<file path="config.mk">
export PLATFORM = sky130hd
export DESIGN_NAME = alu_arbiter
export DESIGN_NICKNAME = d
export VERILOG_FILES = /design/src/rtl/alu_arb_pkg.sv /design/src/rtl/alu_arbiter_rr_picker.sv /design/src/rtl/alu_arbiter.sv
export SDC_FILE = /design/constraint.sdc
export NUM_CORES = 1
export LEC_CHECK = 0
export CORE_MARGIN = 5
export CORE_UTILIZATION = 34
export CTS_CLUSTER_SIZE = 20
export DETAILED_ROUTE_END_ITERATION = 10
export HOLD_SLACK_MARGIN = 0.06
export PLACE_DENSITY = 0.76
export SLEW_MARGIN = 20
export SYNTH_ARGS = -nofsm -noshare
export SYNTH_HDL_FRONTEND = slang
export SYNTH_SLANG_ARGS = --single-unit
</file>
<file path="constraint.sdc">
create_clock -name clk -period 1.3 [get_ports clk]
set_input_delay 0.26 -clock clk [delete_from_list [all_inputs] [get_ports clk]]
set_output_delay 0.26 -clock clk [all_outputs]
set_load 0.05 [all_outputs]
</file>
<file path="src/rtl/alu_arb_pkg.sv">
// alu_arb_pkg: shared state, requester index and opcode definitions for alu_arbiter
package alu_arb_pkg;
  typedef enum logic [1:0] {IDLE, EXEC, RESP} arb_state_t;
  typedef logic req_idx_t;
  localparam logic [2:0] OP_ADD = 3'd0;
  localparam logic [2:0] OP_SUB = 3'd1;
  localparam logic [2:0] OP_SLL = 3'd2;
  localparam logic [2:0] OP_SRL = 3'd3;
  localparam logic [2:0] OP_AND = 3'd4;
  localparam logic [2:0] OP_OR  = 3'd5;
  localparam logic [2:0] OP_XOR = 3'd6;
  localparam logic [2:0] OP_JNZ = 3'd7;
endpackage

</file>
<file path="src/rtl/alu_arbiter_rr_picker.sv">
// rr_picker: 2-way grant, round robin or fixed priority when ALU_ARB_FIXED_PRIO_EN is defined
module rr_picker
  import alu_arb_pkg::*;
(
  input  logic [1:0] valid_i,
  input  req_idx_t   last_grant_i,
  output logic       gnt_o,
  output req_idx_t   idx_o
);
  assign gnt_o = |valid_i;
`ifdef ALU_ARB_FIXED_PRIO_EN
  logic unused_last;
  assign unused_last = last_grant_i;
  assign idx_o = !valid_i[0];
`else
  assign idx_o = &valid_i ? !last_grant_i : valid_i[1];
`endif
endmodule

</file>
<file path="src/rtl/alu_arbiter.sv">
// alu_arbiter: serialises two requesters onto one external ALU (ALU_ARB_FIXED_PRIO_EN selects fixed priority)
module alu_arbiter
  import alu_arb_pkg::*;
#(
  parameter int reg_width = 8,
  parameter int op_width  = 3
) (
  input  logic                 clk,
  input  logic                 reset,
  input  logic                 req0_valid,
  input  logic                 req1_valid,
  output logic                 req0_ready,
  output logic                 req1_ready,
  input  logic [reg_width-1:0] req0_ra,
  input  logic [reg_width-1:0] req0_rb,
  input  logic [reg_width-1:0] req1_ra,
  input  logic [reg_width-1:0] req1_rb,
  input  logic [op_width-1:0]  req0_op,
  input  logic [op_width-1:0]  req1_op,
  output logic                 resp0_valid,
  output logic                 resp1_valid,
  input  logic                 resp0_ready,
  input  logic                 resp1_ready,
  output logic [reg_width-1:0] res_out,
  output logic [reg_width-1:0] car_out,
  output logic                 zero,
  output logic                 jump,
  output logic [reg_width-1:0] alu_ra,
  output logic [reg_width-1:0] alu_rb,
  output logic [op_width-1:0]  alu_op,
  input  logic [reg_width-1:0] alu_res,
  input  logic [reg_width-1:0] alu_car,
  input  logic                 alu_zero,
  input  logic                 alu_jump
);
  arb_state_t           state_q;
  req_idx_t             owner_q, last_q, idx;
  logic                 gnt, idle_gnt;
  logic                 resp0_q, resp1_q, zero_q, jump_q;
  logic [reg_width-1:0] ra_q, rb_q, res_q, car_q;
  logic [op_width-1:0]  op_q;
  rr_picker u_pick (
    .valid_i      ({req1_valid, req0_valid}),
    .last_grant_i (last_q),
    .gnt_o        (gnt),
    .idx_o        (idx)
  );
  // readies are gated by reset so nothing is accepted while the block is being cleared
  assign idle_gnt    = !reset && state_q == IDLE && gnt;
  assign req0_ready  = idle_gnt && !idx;
  assign req1_ready  = idle_gnt && idx;
  assign resp0_valid = resp0_q;
  assign resp1_valid = resp1_q;
  assign res_out     = res_q;
  assign car_out     = car_q;
  assign zero        = zero_q;
  assign jump        = jump_q;
  assign alu_ra      = ra_q;
  assign alu_rb      = rb_q;
  assign alu_op      = op_q;
  always_ff @(posedge clk) begin
    if (reset) begin
      state_q <= IDLE;
      owner_q <= 1'b0;
      last_q  <= 1'b1;
      ra_q    <= '0;
      rb_q    <= '0;
      op_q    <= '0;
      res_q   <= '0;
      car_q   <= '0;
      zero_q  <= 1'b0;
      jump_q  <= 1'b0;
      resp0_q <= 1'b0;
      resp1_q <= 1'b0;
    end else begin
      case (state_q)
        IDLE: if (gnt) begin
          ra_q    <= idx ? req1_ra : req0_ra;
          rb_q    <= idx ? req1_rb : req0_rb;
          op_q    <= idx ? req1_op : req0_op;
          owner_q <= idx;
          last_q  <= idx;
          state_q <= EXEC;
        end
        EXEC: begin
          res_q   <= alu_res;
          car_q   <= alu_car;
          zero_q  <= alu_zero;
          jump_q  <= alu_jump;
          resp0_q <= !owner_q;
          resp1_q <= owner_q;
          state_q <= RESP;
        end
        RESP: if (owner_q ? resp1_ready : resp0_ready) begin
          resp0_q <= 1'b0;
          resp1_q <= 1'b0;
          state_q <= IDLE;
        end
        default: state_q <= IDLE;
      endcase
    end
  end
endmodule

</file>
# ---- Yosys cells after proc, flatten, opt, wreduce, memory -nomap -nowiden
# Index checks and enable logic that the tools add are counted.
dict set report word_totals {
  output_inout_bits 41
  inputBits 62
  regBits 43
}
dict set report op_classes {
  n_eq_ne 4
  n_reduce_logical 15
  muxes 11
}
# cell count
set ops {}
lappend ops {{$mux 8} 2}
lappend ops {{$reduce_and 2->1} 4}
lappend ops {{$pmux 2 s3} 1}
lappend ops {{$logic_and 1x1->1} 4}
lappend ops {{$logic_not 1->1} 4}
lappend ops {{$mux 2} 2}
lappend ops {{$ne 2x2->1 const B} 2}
lappend ops {{$pmux 1 s2} 2}
lappend ops {{$mux 1} 3}
lappend ops {{$mux 3} 1}
lappend ops {{$eq 2x1->1 const B} 1}
lappend ops {{$eq 2x2->1 const B} 1}
lappend ops {{$logic_not 2->1} 1}
lappend ops {{$reduce_bool 2->1} 1}
lappend ops {{$reduce_or 2->1} 1}

# ---- Logic depth before layout (Yosys ltp)
dict set report depth {
  depth_word 4
  ltp_mapped 4
  depth_no_buf 3
}

# ---- By module
# Synthesis repeated with hierarchy kept, for this count alone.
dict set report unflattened {
  cells_unflattened 173
  area_unflattened_um2 1686.6
}
# module n_inst cells_each seq_area_each_um2 area_each_um2
set by_module_without_submodules {}
lappend by_module_without_submodules {alu_arbiter 1 171 860.8 1672.9}
lappend by_module_without_submodules {rr_picker 1 2 0.0 13.8}

# ---- Worst setup path after synthesis
# No wires, ideal clock.
dict set report synth_timing {
  path_type {reg2out}
  startpoint {register state_q[1]}
  endpoint {output req0_ready}
  path_stages_with_launch 5
  t_arrival_ps 1839
  slack_ps -799
  required_ps 1040
  n_path_buf 1
  path_cell_list {dfxtp_1 -> nor2_1 -> buf_2 -> nand2_1 -> nor3_1}
}
dict set report synth_via {
  elab_chain_len 4
}
# element line
set synth_rtl {}
lappend synth_rtl {{start: declaration} alu_arbiter.sv:36} ;# arb_state_t state_q;
lappend synth_rtl {{start signal: assignment} alu_arbiter.sv:63} ;# state_q <= IDLE;
lappend synth_rtl {{start signal: assignment} alu_arbiter.sv:83} ;# state_q <= EXEC;
lappend synth_rtl {{start signal: assignment} alu_arbiter.sv:92} ;# state_q <= RESP;
lappend synth_rtl {{$logic_not 2->1} alu_arbiter.sv:49} ;# assign idle_gnt = !reset && state_q == IDLE && gnt;
lappend synth_rtl {{$logic_and 1x1->1 (2 in series)} alu_arbiter.sv:49}
lappend synth_rtl {{$logic_and 1x1->1} alu_arbiter.sv:50} ;# assign req0_ready = idle_gnt && !idx;
lappend synth_rtl {{end: declaration} alu_arbiter.sv:12} ;# output logic req0_ready,
# No other way between the ends.

# ---- Final worst setup path
dict set report layout_timing {
  startpoint {register last_q}
  endpoint {output req1_ready}
}
dict set report layout_via {
  elab_chain_len 3
}
# element line
set layout_rtl {}
lappend layout_rtl {{start: declaration} alu_arbiter.sv:37} ;# req_idx_t owner_q, last_q, idx;
lappend layout_rtl {{start signal: assignment} alu_arbiter.sv:82} ;# last_q <= idx;
lappend layout_rtl {{$logic_not 1->1} alu_arbiter_rr_picker.sv:16} ;# assign idx_o = &valid_i ? !last_grant_i : valid_i[1];
lappend layout_rtl {{$mux 1} alu_arbiter_rr_picker.sv:16}
lappend layout_rtl {{$logic_and 1x1->1} alu_arbiter.sv:51} ;# assign req1_ready = idle_gnt && idx;
lappend layout_rtl {{end: declaration} alu_arbiter.sv:13} ;# output logic req1_ready,
# No other way between the ends.

==> results.sh <==
export IMPL_switching_power_mw=1.38
export IMPL_vias_per_cell=4.89
export IMPL_p_sw_frac=0.343
export IMPL_avgRoutedWirePerCell_um=14.4
export IMPL_critPathLaunch="last_q$_SDFFE_PP1P_"
export IMPL_yosysWarnings=0
export IMPL_critPathMaxFanout=3
export IMPL_antenna_found_initial=0
export IMPL_finalSetupViolCount=2
export IMPL_synth_area_leaders="dfxtp_1 49%, nand2_1 16%, a21oi_1 11%"
export IMPL_clock_skew_ps=11.4
export IMPL_topRoutingLayerUsed="met4"
export IMPL_hold_viol_final=0
export IMPL_endpoint_kind="primary output"
export IMPL_synth_most_common_cell="nand2_1"
export IMPL_wl_met3_um=570
export IMPL_fin_crit_sh=1.13
export IMPL_root_buffer="clkbuf_8"
export IMPL_synth_seq_cells=43
export IMPL_postSynth_asyncResetShare=0
export IMPL_path_class="reg -> out"
export IMPL_drtAntennaViolNets=0
export IMPL_io_buffers=102
export IMPL_dp_hpwl_mm=4.31
export IMPL_maxCapViolCount=0
export IMPL_crit_arrival_ps=1210
export IMPL_timing_fmax_mhz=682
export IMPL_worst_pin_slew_ps=323
export IMPL_met1_length_mm=2.24
export IMPL_grt_pass1_wl_mm=8.79
export IMPL_first_pass_iters=4
export IMPL_r2r_cells=4
export IMPL_clkPwrFrac=0.203
export IMPL_place_congestion=0.783
export IMPL_synth_avg_cell_area_um2=8.09
export IMPL_netlist_top_cells_count="77 x nand2_1, 43 x dfxtp_1, 40 x a21oi_1"
export IMPL_via_count=1943
export IMPL_layout_min_cycle_time_ps=1470
export IMPL_synthMuxAreaShare=0.00565
export IMPL_placed_cells_incl_taps=384
export IMPL_synthAdderAreaFrac=0
export IMPL_drc=0
export IMPL_htreeDepth=2
export IMPL_rows=26
export IMPL_fin_area_um2=3470
export IMPL_synth_compound_area_frac=0.236
export IMPL_min_path_type="in -> reg"
export IMPL_grt_ovfl_total=0
export IMPL_wl_met2_mm=2.81
export IMPL_worstSkewPairLatency_ps=290
export IMPL_initial_core_util=0.349
export IMPL_setup_ws_ps=-166
export IMPL_p_int_mw=2.64
export IMPL_place_area_um2=3310
export IMPL_diodes=0
export IMPL_synth_xor_area_share=0
export IMPL_rsz0062_at_grt="yes"
export IMPL_netlist_instances=219
export IMPL_hold_depth=2
export IMPL_regArea_um2=870
export IMPL_final_layout_size_suffix_gt1_frac=0.242
export IMPL_grt_max_degree=26
export IMPL_relSlewSlack=0.784
export IMPL_cp_start_kind="register"
export IMPL_chipHeight_um=82.2
export IMPL_synthDistinctLibCells=24
export IMPL_vdd_drop_max_mv=0.538
export IMPL_synth_top_area_frac=0.486
export IMPL_r2r_end="alu_rb[7]$_SDFFE_PP0P_"
export IMPL_cp_required_ps=1040
export IMPL_min_to="last_q$_SDFFE_PP1P_"
export IMPL_core_region_area_um2=5070
export IMPL_ys_flop_type="dfxtp_1"
export IMPL_synthSimpleGateAreaFrac=0.220
export IMPL_yosys_area_top_type="dfxtp_1"
export IMPL_dieArea_um2=6750
export IMPL_whs_ps=363
export IMPL_die_w_um=82.2
export IMPL_tritoncts="built"
export IMPL_pin_count=103
export IMPL_outcome="finished, violations left"
export IMPL_synth_top_family_by_area="compound AO/OA/AOI/OAI gates"
export IMPL_powerDensity_nw_per_um2=1160
export IMPL_grt_total_usage=0.171
export IMPL_p_leak_nw=1.34
export IMPL_num_nets_final=388
export IMPL_pwr_share_seq=0.394
export IMPL_clock_sinks=43
export IMPL_min_from="reset"
export IMPL_multi_input_area_um2=868
export IMPL_regToRegStartpoint="last_q$_SDFFE_PP1P_"
export IMPL_synth_edf_count=0
export IMPL_slew_violations=0
export IMPL_ys_seq_area_frac=0.486
export IMPL_cts_buffers=5
export IMPL_pwr_share_comb=0.403
export IMPL_netlist_area_um2=1770
export IMPL_fill_cells=427
export IMPL_fin_cells=397
export IMPL_synthesis_nets=281
export IMPL_reg2reg_slack_ps=20
export IMPL_violations="setup timing"
export IMPL_clockBufferDepth=2
export IMPL_drtIter0Drc=66
export IMPL_area_delta_synth_final_pct=95.9
export IMPL_clk_pin_slew_ps=70
export IMPL_grt_pass1_vias=1809
export IMPL_power_total_mw=4.02
export IMPL_routed_wl_mm=5.73
export IMPL_holdBufCountCts=0
[through the flow]
step	setup TNS, ps	utilization	setup WS (ps)
after floorplan	-90.4	-	-46.6
after global placement	-7650	0.652	-363
after detailed placement	-8540	0.652	-432
after CTS	-359	0.679	-214
after global routing	-1010	0.684	-221
final	-304	0.684	-166
[area by class of cell]
class,count,share of cell area
Timing Repair Buffer,118,0.451
Sequential cell,43,0.251
Multi-Input combinational cell,158,0.250
Tap cell,70,0.0252
Clock buffer,7,0.0220
Clock inverter,1,0.00144
[flip-flops by register name (all words and copies together) (netlist names)]
name and flops:
alu_rb 8, last_q 1, resp1_valid 1, owner_q 1
jump 1, car_out 8, alu_op 3, state_q 2
res_out 8, resp0_valid 1, alu_ra 8, zero 1
[repair_timing]
item,in CTS,in global routing
setup buffers,4,2
setup endpoints to repair,21,14
gates resized for setup,7,4
pin swaps,3,2
cloned,0,0
[cell families (layout without fill, tap and decap cells)]
family | Yosys count | count (layout)
buf+inv | 18 | 126
simple gates | 93 | 93
mux | 1 | 1
flops | 43 | 43
compound gates | 64 | 64
[power groups by stage]
stage	clock network, mW	logic (mW)	registers (mW)
finish	0.816	1.62	1.58
floorplan	0	0.411	1.94
global route	0.929	1.70	1.60
global placement	0	1.55	1.61
CTS	0.844	1.61	1.59
detailed placement	0	1.57	1.62
[layout by cell type (no fill, tap or decap), drive strengths merged]
cell type / synthesis / layout
buf: 13 / 58
dfxtp: 43 / 43
nor2: 5 / 5
nor3b: 1 / 1
mux2i: 1 / 1
dlygate4sd2: 0 / 2
nor3: 2 / 2
o21ai: 2 / 2
nand3: 1 / 1
nand2b: 1 / 1
or2: 2 / 2
or2b: 1 / 1
and2b: 1 / 1
clkinv: 0 / 1
nand3b: 2 / 2
a311oi: 19 / 19
clkbuf: 5 / 7
nand2: 77 / 77
a21boi: 1 / 1
o21bai: 1 / 1
a21bo: 1 / 1
clkdlybuf4s50: 0 / 58
a21oi: 40 / 40
[how the worst max path moves through the flow]
stage	endpoint	cells after the start
2_1_floorplan	req1_ready	3
3_3_place_gp	alu_ra[7]$_SDFFE_PP0P_	5
5_1_grt	req1_ready	3
4_1_cts	req1_ready	4
6_report	req1_ready	3
3_5_place_dp	alu_rb[7]$_SDFFE_PP0P_	5
[per-layer routing]
metal | track usage | vias up
li1 | - | 966
met5 | 0 | -
met2 | 0.296 | 87
met4 | 0.0581 | 0
met3 | 0.0651 | 10
met1 | 0.190 | 880
[worst max-delay path: stages (launching register included)]
cell and delay, ps:
dfxtp_2 350, a21bo_4 220, nor3_4 190, buf_12 160
No activity file was read; power rests on OpenSTA's default activity.
